===== config.mk =====
export PLATFORM = sky130hd
export DESIGN_NAME = stopwatch_control_flat
export DESIGN_NICKNAME = d
export VERILOG_FILES = /design/src/rtl/stopwatch_control_if.sv /design/src/rtl/stopwatch_control.sv /design/src/flat_wrapper.sv
export SDC_FILE = /design/constraint.sdc
export NUM_CORES = 1
export LEC_CHECK = 0
export CAP_MARGIN = 20
export CORE_MARGIN = 1
export CORE_UTILIZATION = 40
export CTS_CLUSTER_SIZE = 40
export DETAILED_ROUTE_END_ITERATION = 8
export DONT_BUFFER_PORTS = 1
export GPL_TIMING_DRIVEN = 0
export PLACE_DENSITY = 0.65
export SLEW_MARGIN = 30
export SYNTH_ARGS = -nofsm -noshare
export SYNTH_HDL_FRONTEND = slang
export SYNTH_SLANG_ARGS = --single-unit

===== constraint.sdc =====
create_clock -name clock -period 3.18 [get_ports clock]
set_input_delay 0.636 -clock clock [delete_from_list [all_inputs] [get_ports clock]]
set_output_delay 0.636 -clock clock [all_outputs]
set_load 0.1 [all_outputs]

===== src/rtl/stopwatch_control_if.sv =====
// Button and control signals between the stopwatch front-end and its surroundings.
// The master side drives the raw buttons; the slave side is stopwatch_control.
interface stopwatch_control_if;
   logic       button_start;
   logic       button_stop;
   logic       button_reset;
   logic       hold_count;
   logic       clear_count;
   logic       running;
   logic [1:0] state;

   modport master (
      output button_start, button_stop, button_reset,
      input  hold_count, clear_count, running, state
   );

   modport slave (
      input  button_start, button_stop, button_reset,
      output hold_count, clear_count, running, state
   );
endinterface


===== src/rtl/stopwatch_control.sv =====
// Synchronises, debounces and edge-detects three raw buttons, then runs the
// idle/running/paused machine that drives time_counter's hold and clear inputs.
module stopwatch_control #(
   parameter int DEBOUNCE_CYCLES = 500000
) (
   input  logic               clock,
   input  logic               reset,
   stopwatch_control_if.slave bus
);
   localparam int CNT_W = $clog2(DEBOUNCE_CYCLES);
   localparam logic [CNT_W-1:0] CNT_MAX = CNT_W'(DEBOUNCE_CYCLES - 1);

   typedef enum logic [1:0] {
      IDLE    = 2'b00,
      RUNNING = 2'b01,
      PAUSED  = 2'b10
   } state_t;

   // Lane order: bit 0 = start, bit 1 = stop, bit 2 = reset button.
   logic [2:0]       raw;
   logic [2:0]       sync1;
   logic [2:0]       sync2;
   logic [2:0]       deb;
   logic [2:0]       deb_d;
   logic [2:0]       press;
   logic [CNT_W-1:0] cnt [3];

   state_t state_q;
   state_t state_d;
   logic   clear_d;
   logic   clear_q;
   logic   hold_q;

   assign raw   = {bus.button_reset, bus.button_stop, bus.button_start};
   assign press = deb & ~deb_d;

   // Any bounce back to the debounced level restarts the stability window.
   always_ff @(posedge clock) begin
      if (reset) begin
         sync1 <= '0;
         sync2 <= '0;
         deb   <= '0;
         deb_d <= '0;
         for (int i = 0; i < 3; i++) cnt[i] <= '0;
      end else begin
         sync1 <= raw;
         sync2 <= sync1;
         deb_d <= deb;
         for (int i = 0; i < 3; i++) begin
            if (sync2[i] == deb[i]) begin
               cnt[i] <= '0;
            end else if (cnt[i] == CNT_MAX) begin
               deb[i] <= sync2[i];
               cnt[i] <= '0;
            end else begin
               cnt[i] <= cnt[i] + CNT_W'(1);
            end
         end
      end
   end

   // Reset press dominates; stop only matters while running, start only otherwise.
   always_comb begin
      state_d = state_q;
      clear_d = 1'b0;
      if (press[2]) begin
         state_d = IDLE;
         clear_d = 1'b1;
      end else begin
         case (state_q)
            IDLE:    if (press[0]) state_d = RUNNING;
            RUNNING: if (press[1]) state_d = PAUSED;
            PAUSED:  if (press[0]) state_d = RUNNING;
            default: state_d = IDLE;
         endcase
      end
   end

   always_ff @(posedge clock) begin
      if (reset) begin
         state_q <= IDLE;
         hold_q  <= 1'b1;
         clear_q <= 1'b0;
      end else begin
         state_q <= state_d;
         hold_q  <= (state_d != RUNNING);
         clear_q <= clear_d;
      end
   end

   assign bus.state       = state_q;
   assign bus.hold_count  = hold_q;
   assign bus.running     = ~hold_q;
   assign bus.clear_count = clear_q;
endmodule


===== src/flat_wrapper.sv =====
// flat-port wrapper written by rule: the top's interface ports become plain ports
module stopwatch_control_flat 
#(
   parameter int DEBOUNCE_CYCLES = 500000
)
  (clock, reset, bus_button_start, bus_button_stop, bus_button_reset, bus_hold_count, bus_clear_count, bus_running, bus_state);
  stopwatch_control_if bus_i ();
  input  logic clock;
  input  logic reset;
  input wire logic [$bits(bus_i.button_start)-1:0] bus_button_start;
  input wire logic [$bits(bus_i.button_stop)-1:0] bus_button_stop;
  input wire logic [$bits(bus_i.button_reset)-1:0] bus_button_reset;
  output wire logic [$bits(bus_i.hold_count)-1:0] bus_hold_count;
  output wire logic [$bits(bus_i.clear_count)-1:0] bus_clear_count;
  output wire logic [$bits(bus_i.running)-1:0] bus_running;
  output wire logic [$bits(bus_i.state)-1:0] bus_state;
  assign bus_i.button_start = bus_button_start;
  assign bus_i.button_stop = bus_button_stop;
  assign bus_i.button_reset = bus_button_reset;
  assign bus_hold_count = bus_i.hold_count;
  assign bus_clear_count = bus_i.clear_count;
  assign bus_running = bus_i.running;
  assign bus_state = bus_i.state;
  stopwatch_control #(.DEBOUNCE_CYCLES(DEBOUNCE_CYCLES)) u_core (.clock(clock), .reset(reset), .bus(bus_i));
endmodule

# [Yosys cells after proc, flatten, opt, wreduce, memory -nomap -nowiden]
# Memories as Yosys holds them, arrays and structs flattened.
# Index checks and enable logic that the tools add are counted.
[totals] reg_bits=16 ram_bits=57 memories=1
[classes] add_sub_neg=3 n_eq_ne=9 muxes=49 bitwise_logic=15 reduce_logical=5
[mem_list] name="u_core.cnt" depth=3 word_bits=19 read_ports=3 rd_ports_with_merged_regs=0 write_ports=3 line="stopwatch_control.sv:26" rtl="logic [CNT_W-1:0] cnt [3];"
[op_table] cell="$mux 19" count=9
[op_table] cell="$add 19x1->19 const B" count=3
[op_table] cell="$eq 19x19->1 const B" count=3
[op_table] cell="$mux 1" count=36
[op_table] cell="$or 1x1->1" count=9
[op_table] cell="$mux 2" count=3
[op_table] cell="$reduce_and 2->1" count=3
[op_table] cell="$not 1->1" count=4
[op_table] cell="$pmux 2 s2" count=1
[op_table] cell="$and 3x3->3" count=1
[op_table] cell="$eq 1x1->1" count=3
[op_table] cell="$not 3->3" count=1
[op_table] cell="$eq 2x1->1 const B" count=1
[op_table] cell="$eq 2x2->1 const B" count=1
[op_table] cell="$logic_not 2->1" count=1
[op_table] cell="$ne 2x1->1 const B" count=1
[op_table] cell="$reduce_or 2->1" count=1

# [Logic depth before layout (Yosys ltp)]
[depth] word_depth=7 ltp_mapped=7 mapped_depth_nobuf=5

# [Least setup slack after synthesis]
# OpenSTA, ideal clock, no wires.
[synth_path] path_kind="register to output" from="register u_core.hold_q (netlist: u_core.bus.hold_count)" to="output bus_running" arrival_ns=1.610 slack_ns=0.934 path_stages_with_launch=2 cell_sequence="dfxtp_1 -> inv_1"
[synth_via] elab_chain_cells=1
[synth_lines] element="from (decl)" line="stopwatch_control.sv:32" rtl="logic hold_q;"
[synth_lines] element="from (signal assigned)" line="stopwatch_control.sv:86" rtl="hold_q <= (state_d != RUNNING);"
[synth_lines] element="$not 1->1" line="stopwatch_control.sv:93" rtl="assign bus.running = ~hold_q;"
[synth_lines] element="to (decl)" line="flat_wrapper.sv:15" rtl="output wire logic [$bits(bus_i.running)-1:0] bus_running;"
# Every way passes these cells.

# [Final worst setup path]
# Same ends and word-level chain as after synthesis.

==> flow_summary.ini <==
[detailed_routing]
antenna_left = 0
via_per_inst = 4.94
dr.pass1.iters = 6
drt_iter0_drc = 105
drc_errors = 4
via_count = 2594
wl_per_cell_um = 12.4
drt_wl_total_um = 6500

[timing]
setup-tns-final_ns = 0
layout_setup_ws_ns = 0.555
slew_viol_final = 0
hold_viol_final = 0
worst_slew_pin_slew_ns = 0.953
fin_worst_skew_ns = 0.0124
slew_headroom_pct = 36.4
setup_viol_count_final = 0
period_share_pct = 82.5
rsz0062_at_grt = no
fin_crit_ns = 2.62
max_freq_mhz = 381

[grt]
grt_antenna_before_repair = 1
grt_max_degree = 14
grt.total_usage_pct = 14.9
overflow = 0
grtUsageMet2_pct = 22.5
use_met3_pct = 3.29
grt_pass1_wl_um = 11300
first_global_vias = 2442
grt_busiest_layer = met2
met1_usage_pct = 20.2

[clock_tree]
insertion_delay_ns = 0.35
post_cts_resized = 0
cts_root_buffer = clkbuf_8
cts_buffers = 9
path_clk_slew_ns = 0.08
clockBufferDepth = 2
cts_setup_buffers = 0
cts_num_sinks = 73
cts_tree = done
cts_hold_buffers = 0
htreeDepth = 3

[place]
hpwl_um = 4710
dp_worst_setup_slack_ns = 0.923
routabilityCongestion = 0.842
io_buffers = 0
dp_cells = 508
placed_cell_area_mm2 = 0.00404

[pwr]
static-leakage-power_nw = 1.49
finalPower_mw = 2.06
powerDensity_mw_per_mm2 = 480
vdd_drop_max_mv = 0.245

[hold_path]
whs_path_depth = 1
min-delay-start = reset
hold_path_end = u_core.deb_d[0]$_SDFF_PP0_
hold_path_class = primary input to flip-flop

[critical_path]
end_kind = output pin
crit_buf_inv = 1
crit_path_max_incr_delay_ns = 0.95
worstPathArrival_ns = 1.99
worstPathCellList = inv_1
r2r_end = u_core.cnt[1][10]$_SDFFCE_PN0P_
crit_family = flip-flops
cp-startpoint = u_core.bus.hold_count$_SDFF_PP1_
reg2reg_from = u_core.cnt[1][6]$_SDFFCE_PN0P_
required_ns = 2.54
crit_fanout = 2
rrSetupSlack_ns = 1.06
slowest_stage = dfxtp_1
path_class = flip-flop to output pin
worst_setup_path_start_kind = flip-flop
rr_worst_depth = 5

[die]
rows = 34
die_x_um = 98.1
ios = 10
core_mm2 = 0.00885
die_h_um = 98.1
start_util_pct = 41.8
die_area_mm2 = 0.00963

[yosys]
synth_most_common_cell = edfxtp_1
ys_seq_area_share_pct = 55.0
synth_edf_count = 57
synth_flop_cell = edfxtp_1
synth_top_area_share_pct = 46.3
synth_area_mm2 = 0.00369
synth.distinct_cells = 45
synth_area_leaders = edfxtp_1 46%, dfxtp_1 8.7%, xor2_1 5.2%, nor2_1 5.2%, xnor2_1 4.7%
synth_commonest_cells = 57 x edfxtp_1, 51 x nor2_1, 22 x xor2_1
async_flop_share_pct = 0
syn_area_per_cell_um2 = 10.7
synth_cells = 344
synth_seq_cells = 73
ys_warn_count = 0
yosysTopAreaCell = edfxtp_1

[finish]
syn_to_final_growth_pct = 16.1
finalNonFillerCells = 525
fillers = 836
drive_above_1_share_pct = 8.17
fin_nets = 419
fin_area_mm2 = 0.00429

[outcome]
failed_checks = design-rule violations
status = finished with violations

[job]
maxCapViolCount = 0
==> cell families after synthesis <==
group / synth area share [%]
compound gates: 6.10
xor+xnor: 9.96
fa+ha+maj: 1.02
buf+inv: 2.54
flops: 55.0
other cells: 0.101
simple gates: 25.3
==> cell type report <==
type                            instances  area [µm²]  share of cell area [%]
Sequential cell                        73        2030                    47.4
Multi-Input combinational cell        306        1780                    41.5
Buffer                                  6        37.5                   0.875
Inverter                               15        56.3                    1.31
Tap cell                              108         135                    3.15
Clock buffer                            9         124                    2.89
Clock inverter                          7         119                    2.77
Antenna cell                            1        2.50                  0.0584
==> worst max path at each step <==
stage                  end  cells past startpoint
2_1_floorplan  bus_running                      1
3_3_place_gp   bus_running                      1
3_5_place_dp   bus_running                      1
4_1_cts        bus_running                      1
5_1_grt        bus_running                      1
6_report       bus_running                      1
==> state kept, by name (all words and copies together), names as in the netlist <==
name	cells
u_core.deb	3
u_core.bus.clear_count	1
u_core.sync1	3
u_core.deb_d	3
u_core.cnt	57
u_core.bus.hold_count	1
u_core.bus.state	2
u_core.sync2	3
==> metal layers <==
| metal | share of wire [%] | up-vias |
|---|---|---|
| li1 | - | 1334 |
| met5 | 0 | - |
| met2 | 45 | 41 |
| met3 | 3.9 | 10 |
| met4 | 1.8 | 0 |
| met1 | 49 | 1209 |
==> placed cells by master (no fill, tap or decap), types with 3 or more instances in the layout <==
master / count
and2_1: 4
o21ai_0: 8
nor4_1: 6
conb_1: 57
nor4b_1: 4
inv_1: 15
nand3_1: 21
bufinv_16: 3
edfxtp_1: 57
o31ai_1: 4
dfxtp_1: 14
or4_1: 4
a21oi_1: 12
xnor2_1: 20
buf_2: 3
nor2_1: 51
nand2b_1: 6
a21o_1: 3
nand4_1: 17
or3_1: 4
and4_1: 7
nand2_1: 14
ha_1: 3
clkbuf_8: 9
nor3_1: 7
xor2_1: 22
nor2b_1: 9
==> stage by stage <==
| step | util, % | hold WS (ns) |
|---|---|---|
| 5_1_grt | 48.4 | 0.365 |
| 3_5_place_dp | 45.7 | 0.431 |
| 3_3_place_gp | 45.7 | 0.424 |
| 6_report | 48.5 | 0.369 |
| 2_1_floorplan | - | 0.393 |
| 4_1_cts | 48.4 | 0.353 |
==> report_power, final <==
group | internal (mW) | total, mW | switching [mW]
Clock | 0.521 | 0.886 | 0.365
Combinational | 0.0299 | 0.0714 | 0.0415
Sequential | 1.06 | 1.10 | 0.0374
Total | 1.61 | 2.06 | 0.444
No activity file was read; power rests on OpenSTA's default activity.
